`config.mk`:
```
export PLATFORM = sky130hd
export DESIGN_NAME = alu_acc_sequencer
export DESIGN_NICKNAME = d
export VERILOG_FILES = /design/src/rtl/alu_acc_sequencer.sv
export SDC_FILE = /design/constraint.sdc
export NUM_CORES = 1
export LEC_CHECK = 0
export CORE_ASPECT_RATIO = 1.2
export CORE_MARGIN = 5
export CORE_UTILIZATION = 35
export CTS_CLUSTER_DIAMETER = 120
export DETAILED_ROUTE_END_ITERATION = 10
export HOLD_SLACK_MARGIN = 0.15
export PLACE_DENSITY = 0.81
export SETUP_SLACK_MARGIN = 0.05
export SYNTH_ARGS = -nofsm -noshare
export SYNTH_HDL_FRONTEND = slang
export SYNTH_SLANG_ARGS = --single-unit
```
`constraint.sdc`:
```
create_clock -name clk -period 1.6 [get_ports clk]
set_input_delay 0.32 -clock clk [delete_from_list [all_inputs] [get_ports clk]]
set_output_delay 0.32 -clock clk [all_outputs]
set_load 0.05 [all_outputs]
```
`src/rtl/alu_acc_sequencer.sv`:
```
// Command sequencer for the 16-bit ALU/accumulator: accepts one opcode+operand,
// drives BR and one-cycle ALU strobes, then holds the captured ACC/flags response.
module alu_acc_sequencer (
    input  logic        clk,
    input  logic        rst_n,
    input  logic        cmd_valid,
    output logic        cmd_ready,
    input  logic [3:0]  cmd_op,
    input  logic [15:0] cmd_data,
    output logic        rsp_valid,
    input  logic        rsp_ready,
    output logic [15:0] rsp_result,
    output logic [3:0]  rsp_flags,
    output logic        rsp_err,
    input  logic [15:0] alu_out,
    input  logic [3:0]  alu_flags,
    output logic [15:0] br_out,
    output logic        c8,
    output logic        c9,
    output logic        c13,
    output logic        c15,
    output logic        c16,
    output logic        c17,
    output logic        c18,
    output logic        c19,
    output logic        c20,
    output logic        c21
);

    localparam logic [3:0] OP_CLR = 4'h0;
    localparam logic [3:0] OP_ADD = 4'h1;
    localparam logic [3:0] OP_SUB = 4'h2;
    localparam logic [3:0] OP_MUL = 4'h3;
    localparam logic [3:0] OP_DIV = 4'h4;
    localparam logic [3:0] OP_SHL = 4'h5;
    localparam logic [3:0] OP_SHR = 4'h6;
    localparam logic [3:0] OP_AND = 4'h7;
    localparam logic [3:0] OP_OR  = 4'h8;
    localparam logic [3:0] OP_NOT = 4'h9;
    localparam logic [3:0] OP_LDA = 4'hA;
    localparam logic [3:0] OP_ILL = 4'hC;

    typedef enum logic [2:0] {
        IDLE  = 3'd0,
        EXEC1 = 3'd1,
        EXEC2 = 3'd2,
        CAPT  = 3'd3,
        RESP  = 3'd4
    } state_t;

    state_t      state_q, state_d;
    logic [3:0]  op_q, op_d;
    logic [15:0] br_q, br_d;
    logic        cmd_ready_q, cmd_ready_d;
    logic        rsp_valid_q, rsp_valid_d;
    logic [15:0] rsp_result_q, rsp_result_d;
    logic [3:0]  rsp_flags_q, rsp_flags_d;
    logic        rsp_err_q, rsp_err_d;
    logic [9:0]  strobe;
    logic        accept;

    // Handshakes: a transfer happens on a rising edge where valid && ready;
    // valid must not depend on ready, and ready here is a registered output.
    assign accept = cmd_valid && cmd_ready_q;

    always_comb begin
        state_d      = state_q;
        op_d         = op_q;
        br_d         = br_q;
        rsp_valid_d  = rsp_valid_q;
        rsp_result_d = rsp_result_q;
        rsp_flags_d  = rsp_flags_q;
        rsp_err_d    = rsp_err_q;
        strobe       = 10'd0;
        case (state_q)
            IDLE: begin
                if (accept) begin
                    state_d = EXEC1;
                    op_d    = cmd_op;
                    if (cmd_op <= OP_LDA) br_d = cmd_data;
                end
            end
            EXEC1: begin
                // strobe bit index follows the c8,c9,c13..c21 output order
                case (op_q)
                    OP_CLR:  strobe[0] = 1'b1;
                    OP_ADD:  strobe[1] = 1'b1;
                    OP_SUB:  strobe[2] = 1'b1;
                    OP_MUL:  strobe[3] = 1'b1;
                    OP_DIV:  strobe[4] = 1'b1;
                    OP_SHL:  strobe[5] = 1'b1;
                    OP_SHR:  strobe[6] = 1'b1;
                    OP_AND:  strobe[7] = 1'b1;
                    OP_OR:   strobe[8] = 1'b1;
                    OP_NOT:  strobe[9] = 1'b1;
                    OP_LDA:  strobe[0] = 1'b1;
                    default: strobe    = 10'd0;
                endcase
                state_d = (op_q == OP_LDA) ? EXEC2 : CAPT;
            end
            EXEC2: begin
                strobe[1] = 1'b1;
                state_d   = CAPT;
            end
            CAPT: begin
                rsp_valid_d  = 1'b1;
                rsp_result_d = alu_out;
                rsp_flags_d  = alu_flags;
                rsp_err_d    = (op_q >= OP_ILL) || ((op_q == OP_DIV) && (br_q == 16'd0));
                state_d      = RESP;
            end
            RESP: begin
                if (rsp_ready) begin
                    rsp_valid_d = 1'b0;
                    state_d     = IDLE;
                end
            end
            default: state_d = IDLE;
        endcase
    end

    // Ready is a flop that anticipates the next state, so it rises on the
    // same edge that retires the response.
    assign cmd_ready_d = (state_d == IDLE);

    always_ff @(posedge clk or negedge rst_n) begin
        if (!rst_n) begin
            state_q      <= IDLE;
            op_q         <= 4'd0;
            br_q         <= 16'd0;
            cmd_ready_q  <= 1'b0;
            rsp_valid_q  <= 1'b0;
            rsp_result_q <= 16'd0;
            rsp_flags_q  <= 4'd0;
            rsp_err_q    <= 1'b0;
        end else begin
            state_q      <= state_d;
            op_q         <= op_d;
            br_q         <= br_d;
            cmd_ready_q  <= cmd_ready_d;
            rsp_valid_q  <= rsp_valid_d;
            rsp_result_q <= rsp_result_d;
            rsp_flags_q  <= rsp_flags_d;
            rsp_err_q    <= rsp_err_d;
        end
    end

    assign cmd_ready  = cmd_ready_q;
    assign rsp_valid  = rsp_valid_q;
    assign rsp_result = rsp_result_q;
    assign rsp_flags  = rsp_flags_q;
    assign rsp_err    = rsp_err_q;
    assign br_out     = br_q;

    assign c8  = strobe[0];
    assign c9  = strobe[1];
    assign c13 = strobe[2];
    assign c15 = strobe[3];
    assign c16 = strobe[4];
    assign c17 = strobe[5];
    assign c18 = strobe[6];
    assign c19 = strobe[7];
    assign c20 = strobe[8];
    assign c21 = strobe[9];

endmodule

```
==> metrics.txt, run 1 <==
setup ws final=-239 ps; die area=around 7500 um^2; register share of total power=26.5%; Seq/Total Area, Yosys=56.4%; synthesized flop and latch total=46; RSZ-0062 raised after global routing=yes; gr ovfl total=0; TNS Setup=-3490 ps; Peak VDD IR=0.00156 V; Non-Filler Instances=345; Port Buf Inserts=92; number of global-route vias before repair=approximately 1700; die height=between 90 and 100 um; vias after detailed routing=1630; drt first-iter violations=26; P_sw=4.01 mW; dpl hpwl=4020 um; CTS Sinks=46; TritonCTS clock tree=built; IO Count=93; die extent in x=79.7 um; final hold violations=0; CP Cell Sequence=nor3b_2, nand3b_1, buf_6, nor3_4, buf_12; Setup violations, final=31; failing checks=setup timing; CTS buffer count=5; Min-Delay Path Class=register to register; worst hold slack=509 ps; Mapped Nets=190; wire per inst=about 16 um; Static Leakage=1.62 nW; Fmax=544 MHz; row count=30; clock network power share=7.6%; CTS clk-pin slew, worst paths=80 ps; H-tree Lvls=2; CTS root buf=clkbuf_8; Yosys warning count=0; synth unique cells=31; CP Launch Type=register; CP max stage cell=dfrtp_2; cell count after placement=324; area occupied by multi-input gates=956 um^2; WS Path Type=register to output pin; status=finished, violations left; power per cell area=between 2000 and 2500 nW/um^2; power share of the combinational group=between 60% and 70%; total track usage=between 10 and 15%; reg2reg setup slack=-100 ps; Post-Place Setup Slack=-192 ps; FF/Latch Area=approximately 1200 um^2; Pre-antenna DRT Iters=4; cell-internal power=between 4 and 5 mW; clock latency on the worst-skew pair=290 ps; Tot Pwr=8.71 mW; final RePlAce weighted congestion=0.787; worst endpoint data arrival time=around 1500 ps; Period Utilization, post-route=115%; Post-Syn Area=2040 um^2; share of cells above drive strength 1=57.4%; Area growth syn-to-layout=79.9%; Tightest Pin Transition=326 ps; Fillers=427; Clock Path Buffers=2; Layout Nets=308; antenna violations before repair=0; first-pass GRT wire length=8090 um; starting density of the core=36.0%; Final Max Slew Viols=0; ANT nets after route=0; Worst setup EP type=output pin; Max-Cap Viols=0; Crit Path Max Fanout=5; cell count after synthesis=146; Core Region=5670 um^2; antenna diode count=0; synthesized area per cell=14.0 um^2; Sw Ratio=46.1%; Layout Skew=6.49 ps; min cycle time layout=1840 ps; drt via density=4.72; slew margin rel.=78.2%; largest net degree at the start of global routing=47; CP required=1280 ps; # DRC=0; critical path's largest stage delay=440 ps; DRT Wirelength=5400 um
-- per-stage QoR --
stage / instance area [um^2] / utilization, %
after floorplan: 2170 / -
after global placement: 3380 / 59.7
after detailed placement: 3380 / 59.7
after CTS: 3550 / 62.6
after global routing: 3670 / 64.7
final: 3670 / 64.7
-- synthesized netlist by cell type, drive strengths merged --
cell type,instances,share of area [%]
inv,2,0.37
o31ai,1,0.37
xor2,1,0.43
nor3,6,1.5
o21ai,1,0.25
mux2,40,24
nor4bb,1,0.49
nor4,4,1.2
nor2,6,1.1
dfrtp,46,56
o21ba,1,0.49
or4b,1,0.49
buf,7,2.3
mux2i,1,0.49
nor4b,2,1.6
nor3b,1,0.37
and2,2,0.68
nand4b,2,0.86
nand2b,2,0.61
o21bai,1,0.37
nand4bb,1,0.55
nand3b,3,1.1
clkbuf,3,0.55
o211ai,1,1.0
nand2,3,0.55
a21oi,5,1.2
nor2b,2,0.61
-- placed cells by master, fill, tap and decap left out, types with 2 or more instances in the layout --
cell type and n:
clkinv_2 2, nor2_4 4, dfrtp_2 6, clkbuf_8 5, buf_6 4, nand4b_1 2
buf_4 47, inv_1 2, dfrtp_1 40, clkbuf_16 2, nand2_1 2, nor2_2 2
nand3b_1 3, mux2_4 12, nor2b_1 2, clkdlybuf4s50_1 42, mux2_2 28, buf_12 24
nor3_4 5, a21oi_1 4, nor4_1 4
-- flip-flops by register name, summed over array words and instances, names as in the netlist --
register    flops
rsp_flags       4
br_out         16
rsp_err         1
op_q            4
cmd_ready       1
state_q         3
rsp_result     16
rsp_valid       1
-- metal layers --
layer  global-route usage [%]  share of wire (%)  vias up
met3                     3.95                6.5        7
li1                         -                  -      763
met4                     3.44               0.98        0
met2                     24.6                 55       54
met1                     16.3                 37      806
met5                        0                  0        -
-- path summary, 6_finish.rpt --
check / start / to / cells past startpoint
setup / recovery: op_q[3]$_DFFE_PN0P_ / c16 / 5
hold / removal: rsp_flags[0]$_DFFE_PN0P_ / rsp_flags[0]$_DFFE_PN0P_ / 1
setup reg to reg: state_q[1]$_DFF_PN0_ / br_out[11]$_DFFE_PN0P_ / 5
hold reg to reg: rsp_flags[0]$_DFFE_PN0P_ / rsp_flags[0]$_DFFE_PN0P_ / 1
max in group asynchronous: rst_n / op_q[1]$_DFFE_PN0P_ / 3
min in group asynchronous: rst_n / rsp_result[8]$_DFFE_PN0P_ / 3
-- layout make-up --
| cell class | instances | share of cell area (%) |
|---|---|---|
| clock inverters | 2 | 0.273 |
| repair buffers | 121 | 37.2 |
| clock buffers | 6 | 1.98 |
| flip-flops and latches | 46 | 31.6 |
| multi-input cells | 88 | 26.1 |
| well taps | 80 | 2.73 |
| inverters | 2 | 0.205 |
-- cells by family (layout without fill, tap and decap cells) --
logic type      count (synthesis)  in the layout  share of synthesized area (%)
compound gates                 10             10                           3.74
mux                            41             41                           24.4
xor+xnor                        1              1                          0.430
simple gates                   36             36                           11.7
flops                          46             46                           56.4
buf+inv                        12            131                           3.25
-- power groups by stage --
stage | logic [mW] | registers [mW] | clock network (mW)
global route | 6.00 | 2.39 | 0.744
floorplan | 1.79 | 3.86 | 0
finish | 5.74 | 2.31 | 0.659
CTS | 5.52 | 2.30 | 0.699
detailed placement | 5.32 | 2.34 | 0
global placement | 5.23 | 2.31 | 0
-- critical path: cells and delay by family, from the launching register on --
family | cells | cell delay, ps
buffers and inverters | 2 | 320
flip-flops | 1 | 440
AND/OR/NAND/NOR | 3 | 460
-- timing repair --
item / CTS / global route
gates resized for setup: 10 / 5
hold endpoints to repair: 46 / 0
setup buffers: 4 / 5
hold buffers: 1 / 0
endpoints found under the setup margin: 31 / 54
cloned: 0 / 3
pin swaps: 7 / 5
(Power assumes the default switching activity.)
==> inputs of run 2 (changes only) <==
--- a/config.mk
+++ b/config.mk
@@ -8,6 +8,7 @@
 export CORE_ASPECT_RATIO = 1.2
 export CORE_MARGIN = 5
 export CORE_UTILIZATION = 35
+export CTS_BUF_LIST = sky130_fd_sc_hd__clkbuf_8
 export CTS_CLUSTER_DIAMETER = 120
 export DETAILED_ROUTE_END_ITERATION = 10
 export HOLD_SLACK_MARGIN = 0.15
==> run 2 against run 1 <==
The run still ends with setup timing left. Critical path type unchanged. Via count is the same. Flip-flop and latch count is the same. Largest cell class unchanged. Register-to-register slack is essentially flat.
==> metrics.txt, run 2 (synthesis results as in run 1) <==
status=finished, violations left; failing checks=setup timing; drt via density=4.72; CP required=1280 ps; Crit Path Max Fanout=5; gr ovfl total=0; TritonCTS clock tree=built; ANT nets after route=0; die extent in x=79.7 um; Layout Skew=roughly 7 ps; Tightest Pin Transition=326 ps; most frequent cells in the layout=47 x buf_4, 42 x clkdlybuf4s50_1, 40 x dfrtp_1, 28 x mux2_2, 24 x buf_12; commonest non-fill, non-tap cell in the layout=buf_4; IO Count=93; Hold Path Stages=1; Hold Crit Start=rsp_flags[0]$_DFFE_PN0P_; die area=7460 um^2; FF-to-FF End=br_out[11]$_DFFE_PN0P_; total track usage=approximately 14%; min cycle time layout=about 1800 ps; dpl hpwl=4020 um; drt first-iter violations=26; die height=between 90 and 100 um; Setup violations, final=33; wire per inst=15.6 um; slew margin rel.=roughly four fifths; Static Leakage=1.62 nW; fin util=64.7%; power per cell area=2370 nW/um^2; FF-to-FF Start=state_q[1]$_DFF_PN0_; largest net degree at the start of global routing=47; Pre-antenna DRT Iters=4; row count=30; CTS clk-pin slew, worst paths=80 ps; Final Max Slew Viols=0; RSZ-0062 raised after global routing=yes; CTS Sinks=46; Period Utilization, post-route=115%; DRT Wirelength=5400 um; Max-Cap Viols=0; CTS root buf=clkbuf_8; Min-Delay Path Class=register to register; share of cells above drive strength 1=a little under three fifths; reg2reg setup slack=-100 ps; starting density of the core=36.0%; Core Region=5670 um^2; antenna violations before repair=0; Peak VDD IR=0.00156 V; final hold violations=0; CP Launch Type=register; WS Path Type=register to output pin; cells on worst reg2reg path=5; antenna diode count=0; Area growth syn-to-layout=79.9%; vias after detailed routing=1630; CTS buffer count=5; clock latency on the worst-skew pair=290 ps; Post-Place Setup Slack=-192 ps; Worst Hold End=rsp_flags[0]$_DFFE_PN0P_; setup ws final=-239 ps; TNS Setup=-3500 ps; first-pass GRT wire length=8090 um; H-tree Lvls=2; Layout Nets=308; # DRC=0; Port Buf Inserts=92; worst endpoint data arrival time=1520 ps; Clock Path Buffers=2; Worst setup EP type=output pin; final RePlAce weighted congestion=0.787; number of global-route vias before repair=around 1700; crit path launch=op_q[3]$_DFFE_PN0P_; Fmax=544 MHz
run 2: cell types whose count changed in the layout (fill, tap and decap cells not counted):
cell and delta:
inv_1 +1, clkbuf_1 -1
run 2: final cells by class:
class                   count  area [um^2]
flip-flops and latches     46         1160
repair buffers            121         1360
fillers                   427         2000
well taps                  80          100
inverters                   2         7.51
clock inverters             3         13.8
multi-input cells          88          956
clock buffers               5         68.8
run 2: what timing repair did:
action                                  4_1_cts  5_1_grt
gates resized for setup                      10        5
hold buffers                                  1        0
cloned                                        0        3
endpoints found under the setup margin       31       54
endpoints found under the hold margin        46        0
setup buffers                                 4        5
pin swaps                                     7        5
run 2: how the worst max path moves through the flow:
| stage | slack (ps) | endpoint |
|---|---|---|
| floorplan | -100 | c17 |
| global placement | -180 | br_out[15]$_DFFE_PN0P_ |
| detailed placement | -190 | br_out[1]$_DFFE_PN0P_ |
| CTS | -250 | c16 |
| global route | -310 | c16 |
| finish | -240 | c16 |
run 2: critical path: stages, from the launching register on:
cell,delay [ps]
dfrtp_2,440
nor3b_2,200
nand3b_1,120
buf_6,160
nor3_4,140
buf_12,160
run 2: routing by layer:
layer / global-route usage (%) / part of all wire (%)
met5: 0 / 0
met4: 3.44 / 0.98
met3: 3.95 / 6.5
met2: 24.6 / 55
met1: 16.3 / 37
run 2: stage by stage:
step / instances / area [um^2] / total power, mW / hold slack [ps]
after floorplan: 146 / 2170 / 5.64 / 24.4
after global placement: 324 / 3380 / 7.54 / 317
after detailed placement: 324 / 3380 / 7.66 / 320
after CTS: 337 / 3550 / 8.52 / 516
after global routing: 345 / 3670 / 9.12 / 527
final: 345 / 3670 / 8.70 / 509
run 2: where the power goes:
part,total [mW],switching [mW],internal (mW)
clock network,0.654,0.357,0.296
logic,5.74,3.12,2.62
registers,2.31,0.534,1.77
==> RTL edit: new RTL, settings of run 1 <==
Encoding of `state_t`: now one-hot (5 bits for 5 states).
--- a/src/rtl/alu_acc_sequencer.sv
+++ b/src/rtl/alu_acc_sequencer.sv
@@ -40,12 +40,12 @@
     localparam logic [3:0] OP_LDA = 4'hA;
     localparam logic [3:0] OP_ILL = 4'hC;
 
-    typedef enum logic [2:0] {
-        IDLE  = 3'd0,
-        EXEC1 = 3'd1,
-        EXEC2 = 3'd2,
-        CAPT  = 3'd3,
-        RESP  = 3'd4
+    typedef enum logic [4:0] {
+        IDLE  = 5'b00001,
+        EXEC1 = 5'b00010,
+        EXEC2 = 5'b00100,
+        CAPT  = 5'b01000,
+        RESP  = 5'b10000
     } state_t;
 
     state_t      state_q, state_d;
Behaviour: no difference found for any inputs over 10 cycles, from zero or initial values and one cycle with rst_n low; not proved beyond that.
==> RTL edit against run 1 <==
The flow still finishes with violations (setup timing). Design area is 3.7% lower. Sequential cell count rose by 2. Wire length decreased by 4.8%. Highest routed layer unchanged. Power down 14%. Setup slack got worse by 0.11 ns. Clock skew rose by 0.00085 ns. Largest cell class unchanged. Area after synthesis down 1.5%. Register-to-register slack lost 0.23 ns.
==> RTL edit: results (changes against run 1) <==
** CTS
- Cts repair resizes :: 11 (+1)

** Layout
- The multi-input logic portion of the cell area was 25.6% (-0.46 points).
- The count of inverters not on the clock network in the layout is 3 (+1).
- The count of filler cells inserted in the layout is 449 (+5.2%).
- Share of layout cells above drive strength 1 :: 52.4% (-4.9 points)
- The clock buffer count was 8 (+2).
- Register cell area after layout :: 1200 sq um (+3.9%)
- The sequential cell count of the final layout is 48 (+4.3%).
- Final clock-cell share :: 2.27% (+0.015 points)
- Number of multi-input combinational cells :: 89 (+1.1%)
- The relative area of non-clock buffer cells in the final design came to 35.5% (-1.7 points).

** GRT
- Via count of the first global-routing pass :: 1683 (+1.8%)
- The met1 global-route usage is 16.6% (+0.35 points).
- The global-route wire length before repair was 8.18 mm (+1.0%).
- The global-route total usage across every layer came to 14.2% (+0.37 points).
- GRT met2 Usage :: 24.9% (+0.35 points)

** Drt
- Starting DRT DRC Count :: 45 (+73%)
- The wire length on met2 was 2.79 mm (-6.8%).
- The met1 layer wirelength in the final routing was 1.98 mm (-1.2%).
- Routed wl met3 :: 337 um (-3.4%)
- The total via count after detailed routing came to 1597 (-2.0%).

** Critical path
- The length in cells of the worst reg-to-reg path is 8 (+3).
- Among all stages on the critical path, the largest delay is contributed by dfrtp_1.
- Biggest cell delay along the critical path :: 0.40 ns (-0.04 ns)

** STA
- Tightest Pin Transition :: 0.305 ns (-0.0205 ns)
- The number of failing setup endpoints in the final timing report came to 30 (-3.2%).
- The post-route clock skew is 0.00733 ns (+0.000847 ns).
- The setup slack after layout was -0.352 ns (-0.113 ns).

** Run status
- The checks that failed: setup timing.
- Run status :: finished with violations

** Placed design
- Last weighted congestion value of the routability-driven placer :: 0.796 (+1.2%)
- The area after detailed placement is 3280 sq um (-3.0%).

** Pwr
- Switching power :: 3.51 mW (-13%)
- The power in sequential cells is 2.27 mW (-2%).
- Clk pwr share :: 9.0% (+1.4 points)

** Yosys
- Share of the yosys chip area belonging to registers :: 59.9% (+3.4 points)

** Floorplan
- The chip width came to 79.1 um (-0.68%).
-- RTL edit: cell count changes in the layout (fill, tap and decap cells not counted), sizes merged, moves of 2 or more --
| cell | change |
|---|---|
| nand4b | -2 |
| and2 | -2 |
| nor2 | +2 |
| a21oi | -4 |
| clkinv | -2 |
| and4 | +2 |
| o21ai | +2 |
| and3 | +3 |
| buf | +2 |
-- RTL edit: worst paths after layout --
check / start / to / slack [ns]
min in group asynchronous: rst_n / br_out[10]$_DFFE_PN0P_ / 0.53
setup / recovery: state_q[4]$_DFF_PN0_ / c9 / -0.35
hold reg to reg: rsp_flags[3]$_DFFE_PN0N_ / rsp_flags[3]$_DFFE_PN0N_ / 0.51
max in group asynchronous: rst_n / state_q[0]$_DFF_PN1_ / 0.77
hold / removal: rsp_flags[3]$_DFFE_PN0N_ / rsp_flags[3]$_DFFE_PN0N_ / 0.51
setup reg to reg: state_q[4]$_DFF_PN0_ / br_out[15]$_DFFE_PN0P_ / -0.33
-- RTL edit: stage by stage --
| step | instances | setup WS [ns] | utilization (%) | power, mW |
|---|---|---|---|---|
| floorplan | 146 | -0.170 | - | 4.99 |
| global placement | 312 | -0.362 | 58.3 | 6.49 |
| detailed placement | 312 | -0.365 | 58.3 | 6.59 |
| CTS | 329 | -0.389 | 61.9 | 7.48 |
| global route | 333 | -0.453 | 62.8 | 7.87 |
| finish | 333 | -0.352 | 62.8 | 7.48 |
-- RTL edit: kinds of logic after synthesis --
| family | after synthesis | synth area share, % |
|---|---|---|
| DFF | 48 | 59.9 |
| xor gates and xnor gates | 1 | 0.436 |
| and+or+nand+nor | 39 | 11.4 |
| AOI/OAI and AO/OA | 9 | 3.55 |
| buffers and inverters | 9 | 2.31 |
| muxes | 40 | 22.4 |
